==> src/rtl/fetch_stage_ctrl_if.sv <==
// ---------------------------------------------------------------------------
// fetch_stage_ctrl_if
// Instruction-memory bus used by the fetch stage.
//   Request channel (valid/ready): imem_req_valid, imem_req_ready,
//                                  imem_req_addr (byte address, [1:0]=0)
//   Response channel (valid only): imem_rsp_valid, imem_rsp_data
//                                  (in request order, never back-pressured)
// Modports: master = fetch stage, slave = instruction memory.
// ---------------------------------------------------------------------------
interface fetch_stage_ctrl_if;
  logic        imem_req_valid;
  logic        imem_req_ready;
  logic [31:0] imem_req_addr;
  logic        imem_rsp_valid;
  logic [31:0] imem_rsp_data;

  modport master (
    output imem_req_valid,
    output imem_req_addr,
    input  imem_req_ready,
    input  imem_rsp_valid,
    input  imem_rsp_data
  );

  modport slave (
    input  imem_req_valid,
    input  imem_req_addr,
    output imem_req_ready,
    output imem_rsp_valid,
    output imem_rsp_data
  );
endinterface

==> src/rtl/fetch_stage_ctrl.sv <==
// ---------------------------------------------------------------------------
// fetch_stage_ctrl
// Instruction-fetch front end of a 5-stage RV32 pipeline. Issues in-order
// requests to instruction memory, buffers returned words with their PC in a
// small FIFO and presents the head to Decode. A flush redirects the PC and
// discards every response still in flight for requests issued before it.
//
// Ports:
//   clk, rst      clock, synchronous active-high reset
//   stall_D       Decode hold: do not pop the FIFO
//   flush         redirect to pc_target_E (overrides stall_D)
//   pc_target_E   redirect target, bits [1:0] ignored
//   imem          instruction-memory bus (master side)
//   valid_D       instr_D/pc_D/pcplus4_D hold a valid instruction
//   instr_D, pc_D, pcplus4_D  FIFO head (all zero when empty)
//
// Optional feature (define FETCH_PERF_CNT_EN):
//   perf_fetched  responses pushed into the FIFO (wraps at 2^32)
//   perf_dropped  responses discarded after a flush (wraps at 2^32)
// ---------------------------------------------------------------------------
module fetch_stage_ctrl #(
  parameter logic [31:0] RESET_PC   = 32'h0000_0000,
  parameter int          FIFO_DEPTH = 2,
  parameter int          CNT_W      = 2
) (
  input  logic                      clk,
  input  logic                      rst,
  input  logic                      stall_D,
  input  logic                      flush,
  input  logic [31:0]               pc_target_E,
  fetch_stage_ctrl_if.master        imem,
  output logic                      valid_D,
  output logic [31:0]               instr_D,
  output logic [31:0]               pc_D,
  output logic [31:0]               pcplus4_D
`ifdef FETCH_PERF_CNT_EN
  ,
  output logic [31:0]               perf_fetched,
  output logic [31:0]               perf_dropped
`endif
);

  localparam int AW = $clog2(FIFO_DEPTH);
  // Pointers carry one extra wrap bit so full and empty are distinguishable.
  typedef logic [AW:0] ptr_t;

  logic [31:0]      pc_fetch_q, pc_fetch_d;
  logic [CNT_W-1:0] outstanding_q, outstanding_d;
  logic [CNT_W-1:0] drop_cnt_q, drop_cnt_d;

  logic [31:0] fifo_instr_q [FIFO_DEPTH];
  logic [31:0] fifo_pc_q    [FIFO_DEPTH];
  logic [31:0] pcq_q        [FIFO_DEPTH];   // PCs of live (non-dropped) requests
  ptr_t        fifo_wr_q, fifo_rd_q;
  ptr_t        pcq_wr_q,  pcq_rd_q;

  ptr_t        fifo_count;
  logic [31:0] credit_used;
  logic        accept, rsp_drop, push, pop;
  logic [31:0] head_pc;

  // Credits cover everything in flight (including responses that will be
  // dropped) plus everything buffered, so the FIFO can never overflow.
  assign fifo_count  = fifo_wr_q - fifo_rd_q;
  assign credit_used = 32'(outstanding_q) + 32'(fifo_count);

  assign imem.imem_req_valid = !rst && !flush && (credit_used < 32'(FIFO_DEPTH));
  assign imem.imem_req_addr  = pc_fetch_q;

  assign accept   = imem.imem_req_valid && imem.imem_req_ready;
  assign rsp_drop = imem.imem_rsp_valid && (flush || (drop_cnt_q != '0));
  assign push     = imem.imem_rsp_valid && !rsp_drop;

  assign valid_D   = (fifo_count != '0);
  assign pop       = valid_D && !stall_D && !flush;
  assign head_pc   = fifo_pc_q[fifo_rd_q[AW-1:0]];
  assign instr_D   = valid_D ? fifo_instr_q[fifo_rd_q[AW-1:0]] : 32'h0;
  assign pc_D      = valid_D ? head_pc : 32'h0;
  assign pcplus4_D = valid_D ? head_pc + 32'd4 : 32'h0;

  always_comb begin
    // NOTE: every always_comb output gets a default first so no latch can be inferred.
    outstanding_d = outstanding_q + CNT_W'(accept) - CNT_W'(imem.imem_rsp_valid);
    drop_cnt_d    = drop_cnt_q;
    pc_fetch_d    = pc_fetch_q;

    if (flush) begin
      // No request is accepted in a flush cycle, so whatever stays in flight
      // after this edge belongs to the wrong path.
      drop_cnt_d = outstanding_q - CNT_W'(imem.imem_rsp_valid);
      pc_fetch_d = {pc_target_E[31:2], 2'b00};
    end else begin
      if (rsp_drop) drop_cnt_d = drop_cnt_q - CNT_W'(1);
      if (accept)   pc_fetch_d = pc_fetch_q + 32'd4;
    end
  end

  always_ff @(posedge clk) begin
    // NOTE: sequential state uses non-blocking assignments only.
    if (rst) begin
      pc_fetch_q    <= RESET_PC;
      outstanding_q <= '0;
      drop_cnt_q    <= '0;
      fifo_wr_q     <= '0;
      fifo_rd_q     <= '0;
      pcq_wr_q      <= '0;
      pcq_rd_q      <= '0;
    end else begin
      pc_fetch_q    <= pc_fetch_d;
      outstanding_q <= outstanding_d;
      drop_cnt_q    <= drop_cnt_d;
      if (flush) begin
        fifo_wr_q <= '0;
        fifo_rd_q <= '0;
        pcq_wr_q  <= '0;
        pcq_rd_q  <= '0;
      end else begin
        if (accept) pcq_wr_q <= pcq_wr_q + ptr_t'(1);
        if (push) begin
          fifo_wr_q <= fifo_wr_q + ptr_t'(1);
          pcq_rd_q  <= pcq_rd_q + ptr_t'(1);
        end
        if (pop) fifo_rd_q <= fifo_rd_q + ptr_t'(1);
      end
    end
  end

  // NOTE: storage arrays are not reset; the pointers alone define valid content.
  always_ff @(posedge clk) begin
    if (accept) pcq_q[pcq_wr_q[AW-1:0]] <= pc_fetch_q;
    if (push) begin
      fifo_instr_q[fifo_wr_q[AW-1:0]] <= imem.imem_rsp_data;
      fifo_pc_q[fifo_wr_q[AW-1:0]]    <= pcq_q[pcq_rd_q[AW-1:0]];
    end
  end

`ifdef FETCH_PERF_CNT_EN
  always_ff @(posedge clk) begin
    if (rst) begin
      perf_fetched <= 32'h0;
      perf_dropped <= 32'h0;
    end else begin
      if (push)     perf_fetched <= perf_fetched + 32'd1;
      if (rsp_drop) perf_dropped <= perf_dropped + 32'd1;
    end
  end
`endif

endmodule
==> src/flat_wrapper.sv <==
// flat-port wrapper written by rule: the top's interface ports become plain ports
module fetch_stage_ctrl_flat 
#(
  parameter logic [31:0] RESET_PC   = 32'h0000_0000,
  parameter int          FIFO_DEPTH = 2,
  parameter int          CNT_W      = 2
)
  (clk, rst, stall_D, flush, pc_target_E, valid_D, instr_D, pc_D, pcplus4_D, imem_imem_req_valid, imem_imem_req_addr, imem_imem_req_ready, imem_imem_rsp_valid, imem_imem_rsp_data);
  fetch_stage_ctrl_if imem_i ();
  input  logic clk;
  input  logic rst;
  input  logic stall_D;
  input  logic flush;
  input  logic [31:0] pc_target_E;
  output logic valid_D;
  output logic [31:0] instr_D;
  output logic [31:0] pc_D;
  output logic [31:0] pcplus4_D;
  output wire logic [$bits(imem_i.imem_req_valid)-1:0] imem_imem_req_valid;
  output wire logic [$bits(imem_i.imem_req_addr)-1:0] imem_imem_req_addr;
  input wire logic [$bits(imem_i.imem_req_ready)-1:0] imem_imem_req_ready;
  input wire logic [$bits(imem_i.imem_rsp_valid)-1:0] imem_imem_rsp_valid;
  input wire logic [$bits(imem_i.imem_rsp_data)-1:0] imem_imem_rsp_data;
  assign imem_imem_req_valid = imem_i.imem_req_valid;
  assign imem_imem_req_addr = imem_i.imem_req_addr;
  assign imem_i.imem_req_ready = imem_imem_req_ready;
  assign imem_i.imem_rsp_valid = imem_imem_rsp_valid;
  assign imem_i.imem_rsp_data = imem_imem_rsp_data;
  fetch_stage_ctrl #(.RESET_PC(RESET_PC), .FIFO_DEPTH(FIFO_DEPTH), .CNT_W(CNT_W)) u_core (.clk(clk), .rst(rst), .stall_D(stall_D), .flush(flush), .pc_target_E(pc_target_E), .imem(imem_i), .valid_D(valid_D), .instr_D(instr_D), .pc_D(pc_D), .pcplus4_D(pcplus4_D));
endmodule
==> config.mk <==
export PLATFORM = sky130hd
export DESIGN_NAME = fetch_stage_ctrl_flat
export DESIGN_NICKNAME = d
export VERILOG_FILES = /design/src/rtl/fetch_stage_ctrl_if.sv /design/src/rtl/fetch_stage_ctrl.sv /design/src/flat_wrapper.sv
export SDC_FILE = /design/constraint.sdc
export NUM_CORES = 1
export LEC_CHECK = 0
export BUFFER_PORTS_ARGS = -buffer_cell sky130_fd_sc_hd__buf_2
export CORE_MARGIN = 3
export CORE_UTILIZATION = 36
export CTS_CLUSTER_DIAMETER = 30
export DETAILED_ROUTE_END_ITERATION = 8
export GPL_TIMING_DRIVEN = 0
export HOLD_SLACK_MARGIN = 0.1
export PLACE_DENSITY = 0.6
export SLEW_MARGIN = 0
export SYNTH_ARGS = -nofsm -noshare
export SYNTH_HDL_FRONTEND = slang
export SYNTH_SLANG_ARGS = --single-unit
==> constraint.sdc <==
create_clock -name clk -period 7.2 [get_ports clk]
set_input_delay 2.16 -clock clk [delete_from_list [all_inputs] [get_ports clk]]
set_output_delay 2.16 -clock clk [all_outputs]
set_load 0.02 [all_outputs]
; After elaboration in Yosys (flattened, before gate mapping)
; Memories as Yosys holds them, arrays and structs flattened. A register that Yosys moved wholly into a read port is not among the register bits.
; Index checks and enable logic that the tools add are counted.
; Widths: inputs -> output; s select.
[totals]
n_memories = 3
input_bits = 70
regBits = 44
ramBits = 192
elab_cells = 58
output_inout_bits = 130
[op_classes]
reduce_logical = 17
order_cmp = 1
n_addsub = 12
n_mux = 17
[memory_table]
columns = name, depth, width, rd, rd_clocked_by_memory_dff, wr, line_no
row1 = u_core.fifo_instr_q, 2, 32, 1, 1, 1, fetch_stage_ctrl.sv:51  ; logic [31:0] fifo_instr_q [FIFO_DEPTH];
row2 = u_core.fifo_pc_q, 2, 32, 1, 1, 1, fetch_stage_ctrl.sv:52  ; logic [31:0] fifo_pc_q [FIFO_DEPTH];
row3 = u_core.pcq_q, 2, 32, 1, 1, 1, fetch_stage_ctrl.sv:53  ; logic [31:0] pcq_q [FIFO_DEPTH];
[ops]
columns = cell, n
row1 = $mux 32, 5
row2 = $add 32x3->32 const B, 2
row3 = $lt 32x2->1 const B, 1
row4 = $mux 1, 10
row5 = $add 2x1->2 const B, 4
row6 = $reduce_bool 2->1, 4
row7 = $logic_and 1x1->1, 7
row8 = $logic_not 1->1, 4
row9 = $mux 2, 2
row10 = $sub 2x1->2, 2
row11 = $add 2x2->3, 1
row12 = $add 2x1->2, 1
row13 = $reduce_or 2->1, 1
row14 = $sub 2x1->2 const B, 1
row15 = $sub 2x2->2, 1
row16 = $logic_or 1x1->1, 1

; Longest topological paths before layout
[depth]
word_depth = 7
ltp_mapped = 11
mapped_depth_nobuf = 9

; Worst setup path before layout
; OpenSTA, ideal clock, no wires.
[synth_path]
kind = input to register
startpoint = input port flush
endpoint = memory u_core.fifo_instr_q[0][0] (enable)
setup_ps = 558
cell_stages = 4
t_required_ps = 6642
path_slack_ps = -408
t_arrival_ps = 7050
n_path_buf = 3
cell_sequence = clkbuf_1 -> buf_1 -> clkbuf_1 -> nor3_1
[synth_via]
elab_chain_len = 6
[synth_lines]
columns = element, line_no
row1 = from (decl), flat_wrapper.sv:13  ; input logic flush;
row2 = $logic_or 1x1->1, fetch_stage_ctrl.sv:71  ; assign rsp_drop = imem.imem_rsp_valid && (flush || (drop_cnt_q != '0));
row3 = $logic_and 1x1->1, fetch_stage_ctrl.sv:71
row4 = $logic_not 1->1, fetch_stage_ctrl.sv:72  ; assign push = imem.imem_rsp_valid && !rsp_drop;
row5 = $logic_and 1x1->1, fetch_stage_ctrl.sv:72
row6 = $mux 1, fetch_stage_ctrl.sv:131  ; if (push) begin
row7 = $mux 1 (implied by the code), fetch_stage_ctrl.sv:132  ; fifo_instr_q[fifo_wr_q[AW-1:0]] <= imem.imem_rsp_data;
row8 = to (decl), fetch_stage_ctrl.sv:51
; Every way passes these cells.

==> impl_results.md <==
- Status: completed
- Ports: 200
- CTS tree: yes
- Cells after Synth: around 800
- Sink Count: 226
- H-tree Lvls: 2
- Seq/Total Area, Yosys: 0.629
- CP arrival: a little over 4000 ps
- Final Hold Viols: 0
- Worst-skew pair later-pin latency: 530 ps
- Via density: approximately 5
- Hold path start: u_core.fifo_wr_q[1]
- Synth warn: 0
- Crit path setup slack, layout: between 900 and 1000 ps
- Die area: between 30,000 and 40,000 sq um
- Synthesized flop and latch total: 226
- Reg area: 6370 sq um
- Post-cts sizing count: 0
- Max Cap Violations: 0
- Hold depth: 2
- Post-synth EDFFs: 184
- Iteration count of the initial detailed-routing pass: 4
- Post-synth top flop: edfxtp_1
- Largest net degree at the start of global routing: 31
- CTS root buf: clkbuf_16
- Unique masters post-synth: 59
- HPWL Detailed: 19.0 mm
- Max Fclk: 0.160 GHz
- CP Buf/Inv Count: 4
- Fraction of registers with async set/reset: 0
- Hold-fix buffer count after cts: 0
- Skew final: ~25 ps
- R2r startpoint: u_core.fifo_wr_q[0]
- DIE HEIGHT: 174 um
- Final Slew Violations: 0
- Dpl cell area: approximately 12,000 sq um
- DR iter-0 viols: 452
- VDD IR max: 138 uV
- Fillers: 2,539
- CTS Buf Count: 48
- GR Overflow Total: 0
- Die width: around 170 um
- Clk buf depth: 3
- Commonest non-fill, non-tap cell in the layout: buf_2
- Post-Syn Area: 10,100 sq um
- Critical Path Max Stage Delay: 540 ps
- Footprint of the multi-input gates: 3550 sq um
- Critical-path cell list: buf_6 > buf_4 > buf_1 > mux2_2 > ha_1 > nand4b_1 > a21oi_2 > nand4_4 > or3_1 > a211oi_2 > buf_2
- Final setup viols: 0
- LEAKAGE: around 5.0 nW
- Clock Pin Slew Worst Setup and Hold Paths: ~50 ps
- CP Max Fanout: 10
- Core ar.: 27,300 sq um
- Non-filler cells, final: 1,461
- Placer Congestion: 0.847
- DR DRC count: 0
- Post-layout power: 3.99 mW
- Most frequent cells in the layout: 197 x buf_2, 184 x edfxtp_1, 114 x nor2_1
- RSZ-0062 raised after global routing: false
- Post-CTS Setup Repair Bufs: 0
- GRT Overall Usage: 0.168
- Startpoint types: register
- Number of diodes: 0
- WS Path Type: register to output port
- Relative slew margins: 0.403
- Cell depth of the worst flop-to-flop path: 9
- Initial Util: 0.370
- CP required: approximately 5000 ps
- Post-route cell area: ~13,000 sq um
- Synth Area per Inst: 12.7 sq um
- Final wirelength: 26.0 mm
- P&R area growth vs syn: 32.1%
- Site Rows: 60
- Initial antenna violation count: 0
- Period Utilization, post-route: 0.869
- CP delay by family, top: buffers and inverters
- Slowest CP cell: buf_1
- First-pass GRT wire length: 40.6 mm
- HP Class: register to register
- Proportion of layout cells with a drive suffix above 1: 0.323
- DP Cell Count: 1,372
- Worst Tran Pin Value: 894 ps
- Nets: roughly 1,100
- Via count: 7,228
- Crit path depth: 11
- Post-layout min period: 6260 ps
- Average wire per standard cell: 17.8 um
- Post-DRT Antenna Nets: 0
- Vias in the first global route: 7,254
- I/O Buffers: 189
- PwrDens: 299 nW/um^2
- CP Capture Type: output port
- Pre-CTS setup slack: 1480 ps
registers in the layout, indices dropped and copies added (netlist names), named ones only:
register,count
u_core.imem.imem_req_addr,30
u_core.drop_cnt_q,2
u_core.fifo_rd_q,2
u_core.fifo_instr_q,64
u_core.fifo_pc_q,60
u_core.pcq_wr_q,1
u_core.pcq_q,60
u_core.pcq_rd_q,1
u_core.fifo_wr_q,2
u_core.outstanding_q,2
cell usage after synthesis (6+ instances only):
cell	count	area [sq um]
o21ai_0	14	70.1
mux2_2	39	439
a31oi_1	9	56.3
or3_1	8	50.1
nand3_1	34	170
nand2_1	51	191
dfxtp_1	42	841
nand4_1	17	106
and3_1	6	37.5
buf_4	7	52.6
edfxtp_1	184	5530
o211ai_1	7	52.6
a21oi_1	18	90.1
buf_2	8	40.0
clkbuf_1	22	82.6
nor3_1	19	95.1
inv_1	13	48.8
mux2i_1	60	601
nor2_1	115	432
a211oi_1	12	90.1
xnor2_1	22	193
xor2_1	13	114
stage by stage:
stage                     hold WS (ps)  TNS [ps]  utilization
after CTS                          529         0        0.489
after detailed placement           520         0        0.431
after global routing               556         0        0.489
after floorplan                    472         0            -
final                              528         0        0.489
after global placement             486    -27110        0.423
worst paths after layout:
kind,end,slack (ps)
worst max-delay path,pcplus4_D[24],940
worst max register to register,u_core.pcq_q[0][20],3280
worst min register to register,u_core.fifo_wr_q[1],530
worst min-delay path,u_core.fifo_wr_q[1],530
worst reg2reg max path: cells and delay by family (launching register included):
family / cells / cell delay, ps
fa+ha+maj: 2 / 850
flops: 1 / 360
simple gates: 4 / 1380
buf+inv: 3 / 910
power breakdown:
group          leakage (nW)  total [mW]  switching (mW)  internal, mW
Sequential             2.03        1.51          0.0387          1.47
Combinational          2.18       0.372           0.240         0.132
Clock                 0.775        2.11           0.700          1.41
Total                  4.99        3.99           0.978          3.01
cells by family after synthesis:
logic type | count (synthesis) | share of synthesized area
buffers and inverters | 56 | 0.0251
DFF | 226 | 0.629
and+or+nand+nor | 286 | 0.141
AOI/OAI and AO/OA | 88 | 0.0608
muxes | 99 | 0.103
other | 1 | 0.000371
adders and majority gates | 6 | 0.00816
xor gates and xnor gates | 36 | 0.0325
area by class of cell:
type / count / area share
Sequential cell: 226 / 0.476
Clock inverter: 37 / 0.0281
Clock buffer: 52 / 0.0910
Buffer: 42 / 0.0151
Tap cell: 372 / 0.0348
Multi-Input combinational cell: 521 / 0.266
Timing Repair Buffer: 197 / 0.0854
Inverter: 14 / 0.00393
routing by layer:
metal	part of all wire	global-route usage	routed length, um
met5	0	0	0
met4	0.013	0.0409	346
met3	0.072	0.0353	1880
met2	0.44	0.262	11500
met1	0.47	0.240	12300
Power figures use the tool's default switching activity.
